## config.mk

```make
export PLATFORM = sky130hd
export DESIGN_NAME = debug_uart_rx
export DESIGN_NICKNAME = d
export VERILOG_FILES = /design/src/rtl/debug_uart_rx.sv
export SDC_FILE = /design/constraint.sdc
export NUM_CORES = 1
export LEC_CHECK = 0
export BUFFER_PORTS_ARGS = -buffer_cell sky130_fd_sc_hd__buf_4
export CAP_MARGIN = 10
export CORE_MARGIN = 2
export CORE_UTILIZATION = 59
export DETAILED_ROUTE_END_ITERATION = 6
export GPL_TIMING_DRIVEN = 0
export HOLD_SLACK_MARGIN = 0.05
export PLACE_DENSITY = 0.78
export SLEW_MARGIN = 20
export SYNTH_ARGS = -nofsm -noshare
export SYNTH_HDL_FRONTEND = slang
export SYNTH_SLANG_ARGS = --single-unit
```

## constraint.sdc

```tcl
create_clock -name clk -period 3.8 [get_ports clk]
set_input_delay 0.19 -clock clk [delete_from_list [all_inputs] [get_ports clk]]
set_output_delay 0.19 -clock clk [all_outputs]
set_load 0.005 [all_outputs]
```

## src/rtl/debug_uart_rx.sv

```systemverilog
// 8N1 debug UART receiver: two-flop input synchroniser, mid-bit sampling,
// single-byte holding register with sticky framing and overrun flags.
module debug_uart_rx #(
    parameter int CLK_HZ   = 64_000_000,
    parameter int BIT_RATE = 4_000_000
) (
    input  logic       clk,
    input  logic       rst_n,
    input  logic       uart_rxd,
    input  logic       uart_rx_read,
    input  logic       uart_rx_err_clr,
    output logic [7:0] uart_rx_data,
    output logic       uart_rx_valid,
    output logic       uart_rx_busy,
    output logic       uart_rx_frame_err,
    output logic       uart_rx_overrun
);
    localparam int CYCLES_PER_BIT = CLK_HZ / BIT_RATE;
    localparam int HALF_BIT       = CYCLES_PER_BIT / 2;
    localparam int CNT_W          = $clog2(CYCLES_PER_BIT);

    localparam logic [CNT_W-1:0] FULL_LOAD = CNT_W'(CYCLES_PER_BIT - 1);
    localparam logic [CNT_W-1:0] HALF_LOAD = CNT_W'(HALF_BIT - 1);

    generate
        if (CYCLES_PER_BIT < 4) begin : g_bad_rate
            $error("debug_uart_rx: CLK_HZ/BIT_RATE must be at least 4");
        end
    endgenerate

    typedef enum logic [2:0] {
        S_IDLE,
        S_START,
        S_DATA,
        S_STOP,
        S_WAIT_IDLE
    } state_t;

    state_t           r_state;
    state_t           w_state_next;
    logic             r_sync1;
    logic             r_sync2;
    logic [CNT_W-1:0] r_cnt;
    logic [CNT_W-1:0] w_cnt_next;
    logic [2:0]       r_bit_idx;
    logic [2:0]       w_bit_idx_next;
    logic [7:0]       r_shift;
    logic [7:0]       w_shift_next;
    logic [7:0]       r_data;
    logic [7:0]       w_data_next;
    logic             r_valid;
    logic             w_valid_next;
    logic             r_frame_err;
    logic             w_frame_err_next;
    logic             r_overrun;
    logic             w_overrun_next;
    logic             w_rxd_s;
    logic             w_cnt_zero;
    logic             w_byte_done;
    logic             w_ferr_set;

    assign w_rxd_s    = r_sync2;
    assign w_cnt_zero = (r_cnt == '0);

    always_ff @(posedge clk or negedge rst_n) begin
        if (!rst_n) begin
            r_sync1     <= 1'b1;
            r_sync2     <= 1'b1;
            r_state     <= S_IDLE;
            r_cnt       <= '0;
            r_bit_idx   <= '0;
            r_shift     <= '0;
            r_data      <= '0;
            r_valid     <= 1'b0;
            r_frame_err <= 1'b0;
            r_overrun   <= 1'b0;
        end else begin
            r_sync1     <= uart_rxd;
            r_sync2     <= r_sync1;
            r_state     <= w_state_next;
            r_cnt       <= w_cnt_next;
            r_bit_idx   <= w_bit_idx_next;
            r_shift     <= w_shift_next;
            r_data      <= w_data_next;
            r_valid     <= w_valid_next;
            r_frame_err <= w_frame_err_next;
            r_overrun   <= w_overrun_next;
        end
    end

    always_comb begin
        w_state_next   = r_state;
        w_cnt_next     = r_cnt;
        w_bit_idx_next = r_bit_idx;
        w_shift_next   = r_shift;
        w_byte_done    = 1'b0;
        w_ferr_set     = 1'b0;
        case (r_state)
            S_IDLE: begin
                if (!w_rxd_s) begin
                    w_state_next = S_START;
                    w_cnt_next   = HALF_LOAD;
                end
            end
            S_START: begin
                if (w_cnt_zero) begin
                    if (w_rxd_s) begin
                        w_state_next = S_IDLE;
                    end else begin
                        w_state_next   = S_DATA;
                        w_bit_idx_next = '0;
                        w_cnt_next     = FULL_LOAD;
                    end
                end else begin
                    w_cnt_next = r_cnt - 1'b1;
                end
            end
            S_DATA: begin
                if (w_cnt_zero) begin
                    // LSB arrives first, so shifting right leaves bit 0 in [0]
                    w_shift_next = {w_rxd_s, r_shift[7:1]};
                    w_cnt_next   = FULL_LOAD;
                    if (r_bit_idx == 3'd7) begin
                        w_state_next = S_STOP;
                    end else begin
                        w_bit_idx_next = r_bit_idx + 3'd1;
                    end
                end else begin
                    w_cnt_next = r_cnt - 1'b1;
                end
            end
            S_STOP: begin
                if (w_cnt_zero) begin
                    if (w_rxd_s) begin
                        w_byte_done  = 1'b1;
                        w_state_next = S_IDLE;
                    end else begin
                        w_ferr_set   = 1'b1;
                        w_state_next = S_WAIT_IDLE;
                    end
                end else begin
                    w_cnt_next = r_cnt - 1'b1;
                end
            end
            S_WAIT_IDLE: begin
                if (w_rxd_s) begin
                    w_state_next = S_IDLE;
                end
            end
            default: begin
                w_state_next = S_IDLE;
            end
        endcase
    end

    // A completed byte takes priority over a coincident read, and flag sets
    // take priority over a coincident clear.
    always_comb begin
        w_data_next      = w_byte_done ? r_shift : r_data;
        w_valid_next     = r_valid;
        w_overrun_next   = r_overrun;
        w_frame_err_next = r_frame_err;
        if (w_byte_done) begin
            w_valid_next = 1'b1;
        end else if (uart_rx_read) begin
            w_valid_next = 1'b0;
        end
        if (w_byte_done && r_valid && !uart_rx_read) begin
            w_overrun_next = 1'b1;
        end else if (uart_rx_err_clr) begin
            w_overrun_next = 1'b0;
        end
        if (w_ferr_set) begin
            w_frame_err_next = 1'b1;
        end else if (uart_rx_err_clr) begin
            w_frame_err_next = 1'b0;
        end
    end

    assign uart_rx_data      = r_data;
    assign uart_rx_valid     = r_valid;
    assign uart_rx_busy      = (r_state != S_IDLE);
    assign uart_rx_frame_err = r_frame_err;
    assign uart_rx_overrun   = r_overrun;

endmodule

```

## Word level (Yosys, flattened, before mapping)

Cells that the tools add are included.
W data, S select, Z words.

| word-level totals | value |
|---|---|
| register bits after elaboration | 31 |
| input bits | 5 |
| word-level logic and storage cells | 73 |

| operators by class | value |
|---|---|
| add/sub/neg operators | 2 |
| eq/ne operators | 15 |
| muxes and demuxes | 31 |
| reductions and logical operators | 15 |

Operators by type and width:

| operator | count |
|---|---|
| $mux W3 | 11 |
| $mux W4 | 5 |
| $ne A2 B2 Y1 const B | 9 |
| $pmux W4 S4 | 1 |
| $pmux W3 S5 | 1 |
| $mux W1 | 11 |
| $reduce_bool A2 Y1 | 4 |
| $eq A3 B2 Y1 const B | 2 |
| $eq A3 B3 Y1 const B | 2 |
| $pmux W3 S2 | 1 |
| $reduce_and A6 Y1 | 1 |
| $reduce_and A5 Y1 | 1 |
| $logic_not A4 Y1 | 1 |
| $reduce_and A4 Y1 | 1 |
| $reduce_bool A4 Y1 | 1 |
| $sub A4 B1 Y4 const B | 1 |
| $add A3 B1 Y3 const B | 1 |
| $eq A3 B1 Y1 const B | 1 |
| $logic_not A3 Y1 | 1 |
| $ne A3 B3 Y1 const B | 1 |
| $reduce_bool A3 Y1 | 1 |
| $logic_and A1 B1 Y1 | 2 |
| $mux W2 | 1 |
| $reduce_and A2 Y1 | 1 |
| $logic_not A1 Y1 | 1 |

## Longest topological paths before layout

Gate-level depths: netlist (run 1).

| depth | value |
|---|---|
| word-level depth | 6 |
| mapped depth | 6 |
| depth with buffers taken out | 6 |

## Worst setup path before layout (run 1)

No wires, ideal clock.

| timing | value |
|---|---|
| kind | reg2reg |
| start | register r_cnt[0] |
| end | register r_data[0], in the netlist uart_rx_data[0] |
| setup time | 125 ps |
| data arrival time | 1,629 ps |
| data required time | 3,675 ps |
| setup slack | 2,046 ps |
| stages on the path, launching flop included | 7 |
| period minus slack after synthesis | 1,754 ps |
| cell sequence | dfrtp_1 > inv_1 > ha_1 > nor2b_2 > nor3b_4 > nand4_4 > mux2_2 |

| between the ends | value |
|---|---|
| longest elaborated chain between the ends | 3 |

RTL lines:

| item | line | source |
|---|---|---|
| from (decl) | 43 | `logic [CNT_W-1:0] r_cnt;` |
| from (signal assigned) | 81 | `r_cnt <= w_cnt_next;` |
| $logic_not A4 Y1 | 63 | `assign w_cnt_zero = (r_cnt == '0);` |
| $mux W1 | 133 | `if (w_cnt_zero) begin` |
| $mux W1 | 98 | `case (r_state)` |
| to (signal assigned) | 84 | `r_data <= w_data_next;` |
| to (decl) | 49 | `logic [7:0] r_data;` |

No other way between the ends.
A chain may end at the register's enable or synchronous reset.

## Final worst setup path (run 1)

| timing | value |
|---|---|
| start | register r_cnt[0] |
| end | register r_data[1], in the netlist uart_rx_data[1] |

Same word-level chain as after synthesis.

==> out/qor.csv, run 1 <==
stage,metric,value,unit
worst_setup_path,cp_top_family,simple AND/OR/NAND/NOR gates,
clock_tree,root_buffer,clkbuf_4,
clock_tree,htree_num_levels,2,
timing,tightest_slew,466.8,ps
placement,io_buffer_count,16,
detailed_routing,drcViolationCount,0,
detailed_routing,drtPass1Iterations,4,
min_path,hold_start,uart_rx_err_clr,
clock_tree,cts_tree,done,
timing,whs,69.50,ps
timing,max_freq,0.5038,GHz
global_routing,first_global_vias,910,
timing,relSlewSlack,68.88,%
timing,tns,0,ps
detailed_routing,vias,922,
placement,gp_congestion,0.8181,
floorplan,die_w,52.52,um
worst_setup_path,path_buf_inv,1,
detailed_routing,wire_per_inst,14.83,um
timing,slew_viol_final,0,
floorplan,die-area,0.002758,mm^2
min_path,min_to,uart_rx_overrun,
global_routing,grt_util_all_layers,21.03,%
min_path,hold_path_depth,2,
worst_setup_path,crit_fanout,10,
clock_tree,clkTransAtPathRegs,100,ps
yosys,synthCells,109,
layout,diodes,0,
clock_tree,clk_latency,320,ps
yosys,async_flop_share,100.0,%
global_routing,grt_max_degree,32,
layout,drive_gt1_share,38.52,%
clock_tree,cts_hold_buf,2,
yosys,synth-main-ff-cell,dfrtp_1,
yosys,ys_seq_area_share,56.04,%
yosys,synth_top_cell_area_share,52.25,%
worst_setup_path,critPathLaunchType,flip-flop,
clock_tree,postCtsSetupRepairBufs,0,
global_routing,grt_first_pass_wirelength,4.071,mm
detailed_routing,viasPerCell,5.656,
floorplan,core-area,0.002212,mm^2
clock_tree,numCtsBuffers,5,
timing,rsz0062_at_grt,false,
yosys,syn_area,0.001389,mm^2
power,power_leakage,0.8137,nW
power,ir_worst_vdd,0.5264,mV
worst_setup_path,ff2ff_setup_slack,1810,ps
global_routing,antenna_found_initial,0,
worst_setup_path,crit_arrival,2190,ps
clock_tree,cts_buffer_depth,2,
worst_setup_path,critPathMaxStageDelay,420,ps
yosys,yosys.cell_types.count,35,
worst_setup_path,reg2reg_to,uart_rx_data[1],
flow_run,cap_violations,0,
power,power.density,574.0,mW/mm^2
yosys,yosys_warnings,0,
worst_setup_path,crit_required,4000,ps
detailed_routing,postRouteAntennaNets,0,
worst_setup_path,reg2reg_depth,6,
floorplan,rows,17,
min_path,hold_class,in2reg,
timing,finalCritPeriodShare,52.24,%
yosys,ys_ff_latch,31,
floorplan,pin_count,17,
timing,setup_viol,0,
detailed_routing,drt_iter0_drc,22,
worst_setup_path,r2r_start,r_cnt[0],
timing,hold_violations,0,
yosys,synth_top_area_cell,dfrtp_1,
timing,clock_skew,6.572,ps
worst_setup_path,worstPathCellList,"inv_1, ha_1, nor2b_2, nor3b_4, nand4_4, mux2_2",
worst_setup_path,slowest_stage,dfrtp_1,
layout,area_growth,18.83,%
worst_setup_path,endpoint_kind,flip-flop,
yosys,syn_avg_cell_area,12.74,um^2
worst_setup_path,critPathKind,reg2reg,
placement,place_hpwl,1.687,mm
detailed_routing,wl,2.418,mm
floorplan,start_util,62.78,%
yosys,synth_enable_flop_cells,0,
clock_tree,cts_resized,0,
global_routing,grt_overflow,0,
clock_tree,clock_sinks,31,
yosys,ys_top_cells_by_area,"dfrtp_1 (52%), mux2_2 (14%), dfstp_2 (3.8%)",
timing,finalCriticalPeriod,1985,ps
layout,finalNetCount,143,
yosys,synthesis.nets,118,
run_status,outcome,completed,
floorplan,die_h,52.52,um
==> where the power goes <==
group / total, W / switching (W) / internal, W / leakage, nW
Sequential: 0.000421 / 0.0000456 / 0.000376 / 0.411
Combinational: 0.000262 / 0.000139 / 0.000124 / 0.355
Clock: 0.000263 / 0.000108 / 0.000155 / 0.0482
==> Yosys cell counts (all sizes together), types with 3 or more instances <==
cell and n:
mux2 17, nand4 3, inv 5, nand2b 3
a21oi 3, dfrtp 29, ha 4, nor3b 3
nand2 8, o22ai 3, nor2 6
==> metrics by stage <==
step	power [W]	area [um^2]	cells	setup WS [ps]	util, %
6_report	0.0009472	1650	163	1815	74.60
5_1_grt	0.001009	1650	163	1682	74.60
4_1_cts	0.0009537	1650	163	1804	74.60
3_5_place_dp	0.0006867	1544	153	1838	69.80
3_3_place_gp	0.0006692	1544	153	1883	69.80
2_1_floorplan	0.0006153	1389	109	2046	-
==> how the worst max path moves through the flow <==
stage / start / endpoint / slack [ps] / cells after the start
after detailed placement: r_cnt[0] / uart_rx_data[1] / 1840 / 6
after floorplan: r_cnt[0] / uart_rx_data[0] / 2050 / 6
after CTS: r_cnt[0] / uart_rx_data[1] / 1800 / 6
after global routing: r_cnt[0] / uart_rx_data[6] / 1680 / 6
after global placement: r_cnt[0] / uart_rx_data[5] / 1880 / 6
final: r_cnt[0] / uart_rx_data[1] / 1810 / 6
==> sequential cells by signal (all words and copies together) (netlist names) <==
register           flops
r_bit_idx              3
r_cnt                  4
uart_rx_valid          1
uart_rx_data           8
r_shift                8
r_state                3
uart_rx_frame_err      1
r_sync1                1
uart_rx_overrun        1
r_sync2                1
==> layout by cell type (no fill, tap or decap), types with 3 or more instances in the layout <==
master	netlist	layout
nand2_1	7	7
dfrtp_1	29	29
mux2_2	17	17
clkbuf_4	0	5
ha_1	4	4
a21oi_1	3	3
nand2b_1	3	3
o22ai_1	3	3
inv_1	5	5
nor2_1	6	6
buf_4	0	16
==> worst reg2reg max path: cells and delay by family, from the launching register on <==
| family | cells | cell delay [ps] |
|---|---|---|
| fa+ha+maj | 1 | 180 |
| buf+inv | 1 | 100 |
| flops | 1 | 420 |
| mux | 1 | 350 |
| simple gates | 3 | 820 |
==> routing by layer <==
layer	share of wire [%]	GRT usage (%)	wire [um]
met1	43	25.00	1046
met2	51	35.21	1236
met3	3.6	6.000	86
met4	2.0	9.402	49
met5	0	0	0
==> cell type report <==
cell class	instances	area [um^2]
inverter	5	18.77
fill	162	561.8
sequential	31	778.2
timing repair buffer	18	140.1
clock inverter	2	35.03
buffer	3	12.51
multi-input combinational	70	579.3
tap	28	35.03
clock buffer	6	51.30
==> kinds of logic (layout without fill, tap and decap cells) <==
logic type | count (synthesis) | count (layout) | synth area share [%]
and+or+nand+nor | 31 | 31 | 14.42
DFF | 31 | 31 | 56.04
muxes | 17 | 17 | 13.78
AOI/OAI and AO/OA | 18 | 18 | 9.910
buffers and inverters | 8 | 34 | 2.252
adders and majority gates | 4 | 4 | 3.604
No activity file was read; power rests on OpenSTA's default activity.
==> inputs of run 2 (changes only) <==
- CORE_UTILIZATION: 59 -> 56
- PLACE_DENSITY: 0.78 -> 0.74
- clock period: 3.8 -> 2 ns (I/O delays scaled with it)
==> out/qor.csv, run 2 (same netlist as run 1, synthesis figures left out) <==
stage,metric,value,unit,change
layout,final_cell_mix,"dfrtp_1 (29), buf_4 (21), mux2_2 (17)",,"was dfrtp_1 (29), mux2_2 (17), buf_4 (16)"
layout,finalNetCount,151,,was 143
detailed_routing,drtPass1Iterations,4,,unchanged
worst_setup_path,crit_arrival,2170,ps,was 2190 ps
clock_tree,cts_buffer_depth,2,,unchanged
detailed_routing,wire_per_inst,15.66,um,was 14.83 um
power,p_int,0.001197,W,was 0.0006552 W
worst_setup_path,critPathLaunchType,flip-flop,,unchanged
clock_tree,clkTransAtPathRegs,110,ps,was 100 ps
timing,relSlewSlack,59.55,%,was 68.88%
run_status,outcome,completed,,unchanged
flow_run,cap_violations,0,,unchanged
global_routing,antenna_found_initial,0,,unchanged
power,switching_share,33.69,%,was 30.83%
worst_setup_path,crit_required,2210,ps,was 4000 ps
power,power.density,1044,mW/mm^2,was 574.0 mW/mm^2
timing,clock_skew,16.05,ps,was 6.572 ps
detailed_routing,vias,976,,was 922
layout,finalNonFillerCells,173,,was 163
layout,diodes,0,,unchanged
worst_setup_path,critPathKind,reg2reg,,unchanged
timing,hold_violations,0,,unchanged
global_routing,grt_overflow,0,,unchanged
placement,dpl.cell_count,155,,was 153
timing,rsz0062_at_grt,true,,was false
floorplan,die_w,53.80,um,was 52.52 um
clock_tree,root_buffer,clkbuf_4,,unchanged
placement,place_hpwl,1.689,mm,was 1.687 mm
detailed_routing,drt_iter0_drc,7,,was 22
timing,finalCritPeriodShare,97.66,%,was 52.24%
timing,slew_viol_final,0,,unchanged
placement,gp_congestion,0.8161,,was 0.8181
power,p_sw,0.0006081,W,was 0.0002921 W
clock_tree,numCtsBuffers,5,,unchanged
power,seq_power_share,45.1,%,was 44.5%
worst_setup_path,endpoint_kind,flip-flop,,unchanged
layout,area_growth,24.50,%,was 18.83%
global_routing,grt_first_pass_wirelength,4.077,mm,was 4.071 mm
placement,place_ws,24.62,ps,was 1838 ps
clock_tree,cts_tree,done,,unchanged
timing,finalCriticalPeriod,1953,ps,was 1985 ps
detailed_routing,drcViolationCount,0,,unchanged
timing,max_freq,0.5120,GHz,was 0.5038 GHz
floorplan,pin_count,17,,unchanged
min_path,hold_class,in2async,,was in2reg
detailed_routing,postRouteAntennaNets,0,,unchanged
power,clkPwrFrac,23.7,%,was 27.8%
floorplan,start_util,57.63,%,was 62.78%
floorplan,core-area,0.002410,mm^2,was 0.002212 mm^2
layout,final_common_cell,dfrtp_1,,unchanged
clock_tree,htree_num_levels,2,,unchanged
timing,setup_viol,0,,unchanged
floorplan,die-area,0.002894,mm^2,was 0.002758 mm^2
floorplan,rows,18,,was 17
global_routing,grt_util_all_layers,20.86,%,was 21.03%
layout,drive_gt1_share,40.56,%,was 38.52%
detailed_routing,wl,2.710,mm,was 2.418 mm
global_routing,first_global_vias,910,,unchanged
timing,tns,0,ps,unchanged
global_routing,grt_max_degree,32,,unchanged
worst_setup_path,crit_fanout,5,,was 10
timing,tightest_slew,606.7,ps,was 466.8 ps
power,combPwrFrac,31.1,%,was 27.7%
clock_tree,clk_latency,330,ps,was 320 ps
floorplan,die_h,53.80,um,was 52.52 um
placement,io_buffer_count,16,,unchanged
detailed_routing,viasPerCell,5.642,,was 5.656
power,power_leakage,0.8444,nW,was 0.8137 nW
power,ir_worst_vdd,0.9754,mV,was 0.5264 mV
timing,setup_ws,46.72,ps,was 1815 ps
clock_tree,clock_sinks,31,,unchanged
==> run 2: repair_timing <==
action,in CTS,in global routing
pin swaps,0,1
gates cloned,0,1
buffers inserted,1,4
endpoints found under the hold margin,35,0
hold buffers,4,0
resized for setup,0,3
setup endpoints to repair,1,9
==> run 2: layout make-up <==
type | instances | area (um^2)
Buffer | 3 | 12.51
Multi-Input combinational cell | 71 | 611.8
Fill cell | 169 | 680.7
Timing Repair Buffer | 25 | 197.7
Clock inverter | 1 | 7.507
Tap cell | 30 | 37.54
Inverter | 5 | 18.77
Clock buffer | 7 | 65.06
Sequential cell | 31 | 778.2
==> run 2: critical path, cell delays in order, from the launching register on <==
cell	delay, ps
dfrtp_1	420
inv_1	110
ha_1	200
nor2b_4	170
nor3b_4	310
buf_4	180
nand4_4	120
mux2_2	320
==> run 2: worst paths after layout <==
kind / startpoint / endpoint / slack (ps) / depth (start not counted)
max: r_cnt[0] / uart_rx_data[0] / 50 / 7
min: rst_n / r_bit_idx[1] / 210 / 2
max reg2reg: r_cnt[0] / uart_rx_data[0] / 50 / 7
min reg2reg: r_sync1 / r_sync2 / 360 / 0
max in group asynchronous: rst_n / r_sync2 / 1450 / 2
min in group clk: r_sync1 / r_sync2 / 360 / 0
==> run 2: per-stage QoR <==
step                hold slack, ps  total power, W  instance area, um^2  utilization, %
global placement             42.20        0.001268                 1546           64.17
CTS                          236.6        0.001729                 1667           69.16
detailed placement           51.84        0.001298                 1546           64.17
floorplan                   -195.6        0.001169                 1389               -
finish                       214.7        0.001805                 1729           71.75
global route                 253.9        0.001932                 1729           71.75
==> run 2: layer usage <==
metal  global-route usage (%)  vias to the layer above  routed length, um
met5                        0                        -                  0
met2                    32.93                       25               1341
li1                         -                      461                  -
met4                    10.26                        0                 47
met3                    5.833                        7                105
met1                    26.23                      483               1216
==> run 2: power groups by stage <==
stage	Clock, W	Sequential [W]	Combinational [W]
global route	0.000465	0.000827	0.000641
global placement	0	0.000805	0.000463
floorplan	0	0.000792	0.000377
finish	0.000428	0.000815	0.000562
detailed placement	0	0.000813	0.000485
CTS	0.000428	0.000802	0.000499
